$ cat src/rtl/flop_arbiter_if.sv
// -----------------------------------------------------------------------------
// flop_arbiter_if
// Bundles the requester-side handshake and the shared flop outputs of
// flop_arbiter so that requesters and the arbiter connect through one port.
//
// Handshake (all signals sampled on the rising clock edge):
//   - A requester holds req[i] high (level) for as long as it wants ownership.
//   - The arbiter answers with a registered one-hot grant; grant_valid is the
//     OR of grant and grant_idx names the owner (0 when nobody owns).
//   - While granted, the owner may write the shared bit with wr_en/wr_data.
//   - The owner releases by pulsing done[i] or dropping req[i]; the arbiter
//     may also force a release after HOLD_MAX cycles and flags it on timeout.
//   - done/wr_en/wr_data from anyone but the current owner are ignored.
//
// Modports:
//   master : requester side (drives req/done/wr_en/wr_data)
//   slave  : arbiter side   (drives grant/grant_valid/grant_idx/flop_q/timeout)
// -----------------------------------------------------------------------------
interface flop_arbiter_if #(
    parameter int NUM_REQ = 4
);
    localparam int IDX_W = $clog2(NUM_REQ);

    logic [NUM_REQ-1:0] req;
    logic [NUM_REQ-1:0] done;
    logic [NUM_REQ-1:0] wr_en;
    logic [NUM_REQ-1:0] wr_data;
    logic [NUM_REQ-1:0] grant;
    logic               grant_valid;
    logic [IDX_W-1:0]   grant_idx;
    logic               flop_q;
    logic               timeout;

    modport master (
        output req, done, wr_en, wr_data,
        input  grant, grant_valid, grant_idx, flop_q, timeout
    );

    modport slave (
        input  req, done, wr_en, wr_data,
        output grant, grant_valid, grant_idx, flop_q, timeout
    );
endinterface

$ cat src/rtl/flop_arbiter.sv
// -----------------------------------------------------------------------------
// flop_arbiter
// Round-robin arbiter that hands exclusive write ownership of one shared
// single-bit register among NUM_REQ requesters. Each grant lasts until the
// owner releases it or HOLD_MAX cycles elapse, followed by a one-cycle GAP
// and an IDLE arbitration cycle.
//
// Ports:
//   flip      : clock, all state updates on posedge
//   reset     : asynchronous active-low reset
//   bus       : flop_arbiter_if.slave (req/done/wr_en/wr_data in,
//               grant/grant_valid/grant_idx/flop_q/timeout out)
//   state_dbg : current FSM state (0=IDLE, 1=OWN, 2=GAP) for observation
// -----------------------------------------------------------------------------
module flop_arbiter #(
    parameter int NUM_REQ  = 4,
    parameter int HOLD_MAX = 8
) (
    input  logic                flip,
    input  logic                reset,
    flop_arbiter_if.slave       bus,
    output logic [1:0]          state_dbg
);
    localparam int IDX_W = $clog2(NUM_REQ);
    localparam int HC_W  = $clog2(HOLD_MAX) + 1;

    typedef enum logic [1:0] {
        ST_IDLE = 2'd0,
        ST_OWN  = 2'd1,
        ST_GAP  = 2'd2
    } state_t;

    state_t             state_q, state_d;
    logic [NUM_REQ-1:0] grant_q, grant_d;
    logic               grant_valid_q, grant_valid_d;
    logic [IDX_W-1:0]   grant_idx_q, grant_idx_d;
    logic [IDX_W-1:0]   rr_ptr_q, rr_ptr_d;
    logic [HC_W-1:0]    hold_cnt_q, hold_cnt_d;
    logic               flop_q, flop_d;
    logic               timeout_q, timeout_d;

    logic               pick_found;
    logic [IDX_W-1:0]   pick_idx;
    logic [IDX_W:0]     cand;
    logic               rel_normal;
    logic               rel_force;
    logic [IDX_W-1:0]   next_ptr;

    // Round-robin search: first requester at or after rr_ptr, wrapping.
    // cand is one bit wider so rr_ptr + offset cannot overflow before the wrap.
    always_comb begin : rr_pick
        pick_found = 1'b0;
        pick_idx   = '0;
        cand       = '0;
        for (int i = 0; i < NUM_REQ; i++) begin
            cand = {1'b0, rr_ptr_q} + (IDX_W+1)'(i);
            if (cand >= (IDX_W+1)'(NUM_REQ)) begin
                cand = cand - (IDX_W+1)'(NUM_REQ);
            end
            if (!pick_found && bus.req[cand[IDX_W-1:0]]) begin
                pick_found = 1'b1;
                pick_idx   = cand[IDX_W-1:0];
            end
        end
    end

    // Owner-driven release beats the hold timer when both happen together.
    assign rel_normal = bus.done[grant_idx_q] || !bus.req[grant_idx_q];
    assign rel_force  = !rel_normal && (hold_cnt_q == HC_W'(HOLD_MAX - 1));
    assign next_ptr   = (grant_idx_q == IDX_W'(NUM_REQ - 1)) ? '0
                                                              : grant_idx_q + IDX_W'(1);

    // State and datapath registers.
    always_ff @(posedge flip or negedge reset) begin
        if (!reset) begin
            state_q       <= ST_IDLE;
            grant_q       <= '0;
            grant_valid_q <= 1'b0;
            grant_idx_q   <= '0;
            rr_ptr_q      <= '0;
            hold_cnt_q    <= '0;
            flop_q        <= 1'b0;
            timeout_q     <= 1'b0;
        end else begin
            state_q       <= state_d;
            grant_q       <= grant_d;
            grant_valid_q <= grant_valid_d;
            grant_idx_q   <= grant_idx_d;
            rr_ptr_q      <= rr_ptr_d;
            hold_cnt_q    <= hold_cnt_d;
            flop_q        <= flop_d;
            timeout_q     <= timeout_d;
        end
    end

    // Next-state logic.
    always_comb begin : next_state
        state_d = state_q;
        case (state_q)
            ST_IDLE: if (pick_found) state_d = ST_OWN;
            ST_OWN:  if (rel_normal || rel_force) state_d = ST_GAP;
            ST_GAP:  state_d = ST_IDLE;
            default: state_d = ST_IDLE;
        endcase
    end

    // Output / datapath next values.
    always_comb begin : output_next
        grant_d     = grant_q;
        grant_idx_d = grant_idx_q;
        rr_ptr_d    = rr_ptr_q;
        hold_cnt_d  = hold_cnt_q;
        flop_d      = flop_q;
        timeout_d   = 1'b0;
        case (state_q)
            ST_IDLE: begin
                if (pick_found) begin
                    grant_d     = NUM_REQ'(1) << pick_idx;
                    grant_idx_d = pick_idx;
                    hold_cnt_d  = '0;
                end
            end
            ST_OWN: begin
                // A write on the releasing edge still lands.
                if (bus.wr_en[grant_idx_q]) begin
                    flop_d = bus.wr_data[grant_idx_q];
                end
                if (rel_normal || rel_force) begin
                    grant_d     = '0;
                    grant_idx_d = '0;
                    hold_cnt_d  = '0;
                    rr_ptr_d    = next_ptr;
                    timeout_d   = rel_force;
                end else begin
                    hold_cnt_d = hold_cnt_q + HC_W'(1);
                end
            end
            default: begin
                grant_d     = '0;
                grant_idx_d = '0;
            end
        endcase
        grant_valid_d = |grant_d;
    end

    assign bus.grant       = grant_q;
    assign bus.grant_valid = grant_valid_q;
    assign bus.grant_idx   = grant_idx_q;
    assign bus.flop_q      = flop_q;
    assign bus.timeout     = timeout_q;
    assign state_dbg       = state_q;
endmodule

$ cat src/flat_wrapper.sv
// flat-port wrapper written by rule: the top's interface ports become plain ports
module flop_arbiter_flat 
#(
    parameter int NUM_REQ  = 4,
    parameter int HOLD_MAX = 8
)
  (flip, reset, state_dbg, bus_req, bus_done, bus_wr_en, bus_wr_data, bus_grant, bus_grant_valid, bus_grant_idx, bus_flop_q, bus_timeout);
  flop_arbiter_if #(.NUM_REQ(NUM_REQ)) bus_i ();
  input  logic flip;
  input  logic reset;
  output logic [1:0] state_dbg;
  input wire logic [$bits(bus_i.req)-1:0] bus_req;
  input wire logic [$bits(bus_i.done)-1:0] bus_done;
  input wire logic [$bits(bus_i.wr_en)-1:0] bus_wr_en;
  input wire logic [$bits(bus_i.wr_data)-1:0] bus_wr_data;
  output wire logic [$bits(bus_i.grant)-1:0] bus_grant;
  output wire logic [$bits(bus_i.grant_valid)-1:0] bus_grant_valid;
  output wire logic [$bits(bus_i.grant_idx)-1:0] bus_grant_idx;
  output wire logic [$bits(bus_i.flop_q)-1:0] bus_flop_q;
  output wire logic [$bits(bus_i.timeout)-1:0] bus_timeout;
  assign bus_i.req = bus_req;
  assign bus_i.done = bus_done;
  assign bus_i.wr_en = bus_wr_en;
  assign bus_i.wr_data = bus_wr_data;
  assign bus_grant = bus_i.grant;
  assign bus_grant_valid = bus_i.grant_valid;
  assign bus_grant_idx = bus_i.grant_idx;
  assign bus_flop_q = bus_i.flop_q;
  assign bus_timeout = bus_i.timeout;
  flop_arbiter #(.NUM_REQ(NUM_REQ), .HOLD_MAX(HOLD_MAX)) u_core (.flip(flip), .reset(reset), .bus(bus_i), .state_dbg(state_dbg));
endmodule
$ cat config.mk
export PLATFORM = sky130hd
export DESIGN_NAME = flop_arbiter_flat
export DESIGN_NICKNAME = d
export VERILOG_FILES = /design/src/rtl/flop_arbiter_if.sv /design/src/rtl/flop_arbiter.sv /design/src/flat_wrapper.sv
export SDC_FILE = /design/constraint.sdc
export NUM_CORES = 1
export LEC_CHECK = 0
export BUFFER_PORTS_ARGS = -buffer_cell sky130_fd_sc_hd__buf_2
export CAP_MARGIN = 20
export CELL_PAD_IN_SITES_DETAIL_PLACEMENT = 1
export CELL_PAD_IN_SITES_GLOBAL_PLACEMENT = 2
export CORE_MARGIN = 8
export CORE_UTILIZATION = 30
export DETAILED_ROUTE_END_ITERATION = 16
export GPL_TIMING_DRIVEN = 0
export PLACE_DENSITY_LB_ADDON = 0.15
export SLEW_MARGIN = 10
export SYNTH_ARGS = -nofsm -noshare
export SYNTH_HDL_FRONTEND = slang
export SYNTH_SLANG_ARGS = --single-unit
$ cat constraint.sdc
create_clock -name flip -period 2.3 [get_ports flip]
set_input_delay 0.345 -clock flip [delete_from_list [all_inputs] [get_ports flip]]
set_output_delay 0.345 -clock flip [all_outputs]
set_load 0.02 [all_outputs]
After elaboration in Yosys (flattened, before gate mapping). Index checks and enable logic that the tools add are counted.

Bits in registers: 17. Input bits: 18. Output and inout port bits: 11.

$add $sub $neg: 9. $lt $le $gt $ge: 9. Eq/ne operators: 5. Shift-type cells: 1. Muxes and demuxes: 43. Reduce and logical (&&, ||, !) cells: 18.

Operator list (number): $mux W2 (13); $bmux W1 S2 (8); $mux W4 (4); $pmux W4 S2 (2); $lt A2 B3 Y1 const B (5); $mux W1 (14); $ge A3 B3 Y1 const B (3); $pmux W2 S2 (2); $reduce_and A2 Y1 (4); $sub A2 B1 Y2 const B (4); $add A2 B2 Y3 const B (2); $logic_not A1 Y1 (5); $add A4 B1 Y4 const B (1); $eq A4 B3 Y1 const B (1); $logic_and A1 B1 Y1 (4); $ne A2 B1 Y1 const B (2); $reduce_or A4 Y1 (1); $shl A1 B2 Y4 const A (1); $add A2 B1 Y3 const B (1); $ge A2 B3 Y1 const B (1); $add A2 B1 Y2 const B (1); $eq A2 B1 Y1 const B (1); $eq A2 B2 Y1 const B (1); $logic_not A2 Y1 (1); 2 further kinds (3).

Longest topological paths before layout.
Depth after elaboration: 18. Mapped depth: 4. Mapped depth without buffers: 4.

Worst setup path before layout. Ideal clock, no wire load.

Path kind: reg2reg. Start point: reg u_core.grant_idx_q[1], in the netlist u_core.bus.grant_idx[1]. End point: reg u_core.rr_ptr_q[0]. Arrival: 1666 ps. Required time: 2175 ps. Setup slack: 510 ps. Cell stages (with the launch flop): 4. Buffers on the path: 0. Period minus slack after synthesis: 1790 ps. Path through: dfrtp_1 > mux4_2 > a21boi_4 > mux2_2.

Longest elaborated chain between the ends: 8. Elaborated cells between the ends (all ways): 12.

RTL lines: start: declaration (line flop_arbiter.sv:36) `logic [IDX_W-1:0] grant_idx_q, grant_idx_d;`; start signal: assignment (line flop_arbiter.sv:88) `grant_idx_q <= grant_idx_d;`; $bmux W1 S2 (line flop_arbiter.sv:68) `assign rel_normal = bus.done[grant_idx_q] || !bus.req[grant_idx_q];`; $mux W1 (not written as such) (line flop_arbiter.sv:68); $logic_not A1 Y1 (line flop_arbiter.sv:68); $logic_or A1 B1 Y1 (line flop_arbiter.sv:68); $logic_not A1 Y1 (line flop_arbiter.sv:69) `assign rel_force = !rel_normal && (hold_cnt_q == HC_W'(HOLD_MAX - 1));`; $logic_and A1 B1 Y1 (line flop_arbiter.sv:69); $logic_or A1 B1 Y1 (line flop_arbiter.sv:128) `if (rel_normal || rel_force) begin`; $reduce_and A2 Y1 (no source line); end signal: assignment (line flop_arbiter.sv:89) `rr_ptr_q <= rr_ptr_d;`; end: declaration (line flop_arbiter.sv:37) `logic [IDX_W-1:0] rr_ptr_q, rr_ptr_d;`.

Parallel ways exist; a longest one is shown, timed or not. The select of a mux whose other input is x is not followed. A chain may end at the register's enable or synchronous reset.

Final worst setup path.
Start point: reg u_core.grant_idx_q[1], in the netlist u_core.bus.grant_idx[1]. End point: reg u_core.rr_ptr_q[1].

Same word-level chain as after synthesis.

==> impl_metrics.yaml <==
detailed_routing:
  num_vias: 796
  wirelength_um: 2470
  ant_nets: 0
  drtIter0Drc: 22
  firstDrtPassIters: 4
  avgRoutedWirePerCell_um: 16.4
  drc: 0
  vias_per_cell: 5.31
worst_setup_path:
  cp_slowest_cell: "mux4_2"
  ff2ff_setup_slack_ps: 500
  crit_arrival_ps: 1980
  end_kind: "register"
  worstPathMaxFanout: 8
  cp-start-kind: "register"
  critical_path_class: "reg -> reg"
  reg2reg_depth: 3
  critical_path.startpoint: "u_core.bus.grant_idx[1]"
  critPathMaxStageDelay_ps: 670
  path_cells: "mux4_2 -> a21boi_4 -> mux2_1"
  required_ps: 2470
  r2r-end: "u_core.rr_ptr_q[1]"
  worstReg2RegStart: "u_core.bus.grant_idx[1]"
  critPathTopFamily: "multiplexers"
  critPathBufInv: 0
floorplan:
  fp.dieH_um: 71.5
  num_rows: 20
  core_area_mm2: 0.00300
  pin_count: 29
  die_area_mm2: 0.00511
  fp.dieW_um: 71.5
  start_util_pct: 30.8
min_path:
  holdPathStages: 3
  hold_end: "u_core.bus.grant[1]"
  hp-start: "bus_req[3]"
  hold_path.class: "in -> reg"
outcome:
  status: "finished, final reports clean"
cells_and_area:
  seqCellArea_um2: 425
  syn_to_final_growth_pct: 23.6
  design_area_mm2: 0.00114
  multiInputGateArea_um2: 490
  final_core_util_pct: 38.0
  diodes: 0
  n_fill_cell: 359
  nets: 138
  drive_gt1_share_pct: 32.5
clock_network:
  cts_made_buffers: 3
  clockBufferDepth: 2
  cts_root_buf: "clkbuf_4"
  post_cts_buffers: 0
  cts-resized-gates: 0
  cts_hold_buf: 1
  insertion_delay_ps: 290
  clkSinkCount: 17
  cts_tree: "yes"
  clk_pin_slew_ps: 90
  htreeDepth: 1
power:
  peakVddDrop_v: 0.000487
  seqPwrFrac_pct: 40.6
  p_switching_mw: 0.543
  clockPowerShare_pct: 12.7
  power.leakage_nw: 0.532
  swShare_pct: 42.5
  cellPowerDensity_mw_per_mm2: 1120
  p_comb_share_pct: 46.7
  intPower_mw: 0.733
synthesis:
  synth_edf_count: 0
  yosysSeqAreaShare_pct: 46.1
  synth_area_per_cell_um2: 11.0
  netlist.area_leader.share_pct: 46.1
  synth-simple-area-share_pct: 21.1
  synth_most_common_cell: "dfrtp_1"
  synthMuxAreaShare_pct: 12.1
  yosysTopAreaCell: "dfrtp_1"
  netlist_top_cells_area: "dfrtp_1 46%, mux4_2 7.3%, nor2b_1 4.7%, nand2_1 2.8%, ha_1 2.7%"
  synthFlopType: "dfrtp_1"
  postSynthCellCount: 84
  synth_top_family_by_area: "simple AND/OR/NAND/NOR gates"
  synthAdderAreaFrac_pct: 2.71
  synth_nets: 104
  synth_common_cells: "17 x dfrtp_1, 7 x nand2_1, 7 x nor2b_1, 5 x nand3_1, 5 x nor2_1"
  synth-compound-area-share_pct: 17.2
  ys_async_sr_fraction_pct: 100
  yosysUniqueCellTypes: 30
  netlist_area_um2: 923
  ys_ff_latch: 17
  yosysWarnings: 0
  yosys.area_share.xor_xnor_pct: 0
grt:
  grt_overflow: 0
  grt_pass1_wl_um: 4210
  grt_start_max_net_pins: 18
  gr-usage-all-layers_pct: 10.5
  antenna_found_initial: 0
  grt_pass1_vias: 868
timing:
  tightest_slew_ps: 500
  max_freq_ghz: 0.555
  finalHoldViolCount: 0
  rsz0062_at_grt: "no"
  fin_crit_ps: 1800
  holdWs_ps: 490
  fin_tns_setup_ps: 0
  relSlewSlack_pct: 66.6
  maxSlewViolCount: 0
  skew_ps: 7.72
  setup_viol: 0
  fin_crit_sh_pct: 78.4
place:
  gp_congestion: 0.722
  dp_hpwl_um: 1940
  dpl-instance-area_mm2: 0.00110
  portBuffers: 28
flow_run:
  cap_violations: 0
tightest hold or removal path, stage by stage:
cell,delay (ps)
buf_2,130
o32a_1,190
o2bb2ai_1,70
routing by layer:
metal | part of all wire (%) | global-route usage, %
met1 | 48 | 13.4
met2 | 43 | 15.2
met3 | 7.7 | 4.18
met4 | 1.5 | 4.76
met5 | 0 | 0
flip-flops by register name, indices dropped and copies added, names as in the netlist:
register / cells
u_core.bus.flop_q: 1
u_core.bus.grant: 4
u_core.bus.grant_idx: 2
u_core.bus.grant_valid: 1
u_core.bus.timeout: 1
u_core.hold_cnt_q: 4
u_core.rr_ptr_q: 2
u_core.state_dbg: 2
logic make-up after synthesis:
| kind of cell | count (synthesis) |
|---|---|
| simple gates | 36 |
| mux | 7 |
| buf+inv | 2 |
| flops | 17 |
| fa+ha+maj | 2 |
| compound gates | 20 |
cells in the final DEF (no fill, tap or decap), types with 2 or more instances in the layout:
cell type,instances
a22o_1,2
nand2b_1,2
nor4b_1,2
dfrtp_1,17
nor3_1,3
a21oi_1,3
o2bb2ai_1,2
nand2_1,7
nor2_1,5
buf_2,28
nor2b_1,7
mux4_2,3
o21ai_0,3
ha_1,2
nand3_1,5
or4_1,2
inv_1,2
o21bai_1,3
clkbuf_4,3
mux2_2,2
per-stage QoR:
stage                     instances  power, mW  setup slack, ps
after floorplan                  84      0.924              510
final                           150       1.28              497
after CTS                       150       1.30              463
after detailed placement        145       1.13              413
after global routing            150       1.39              377
after global placement          145       1.12              424
worst max path at each step:
stage,end,slack (ps),cells after the start
2_1_floorplan,u_core.rr_ptr_q[0],510,3
3_3_place_gp,u_core.rr_ptr_q[0],420,5
3_5_place_dp,u_core.rr_ptr_q[0],410,5
4_1_cts,u_core.rr_ptr_q[1],460,3
5_1_grt,u_core.rr_ptr_q[1],380,3
6_report,u_core.rr_ptr_q[1],500,3
power by group through the flow:
stage                     Combinational [mW]  Clock (mW)  Sequential (mW)
after detailed placement               0.607           0            0.528
final                                  0.596       0.162            0.518
after floorplan                        0.331           0            0.594
after CTS                              0.611       0.172            0.521
after global routing                   0.668       0.183            0.543
after global placement                 0.599           0            0.525
cell type report:
cell class / instances / area share (%)
flip-flops and latches: 17 / 37.3
well taps: 33 / 3.62
multi-input cells: 65 / 43.0
clock buffers: 4 / 2.30
repair buffers: 29 / 13.2
inverters: 2 / 0.658
Note: power is estimated with default switching activity, not from simulation.
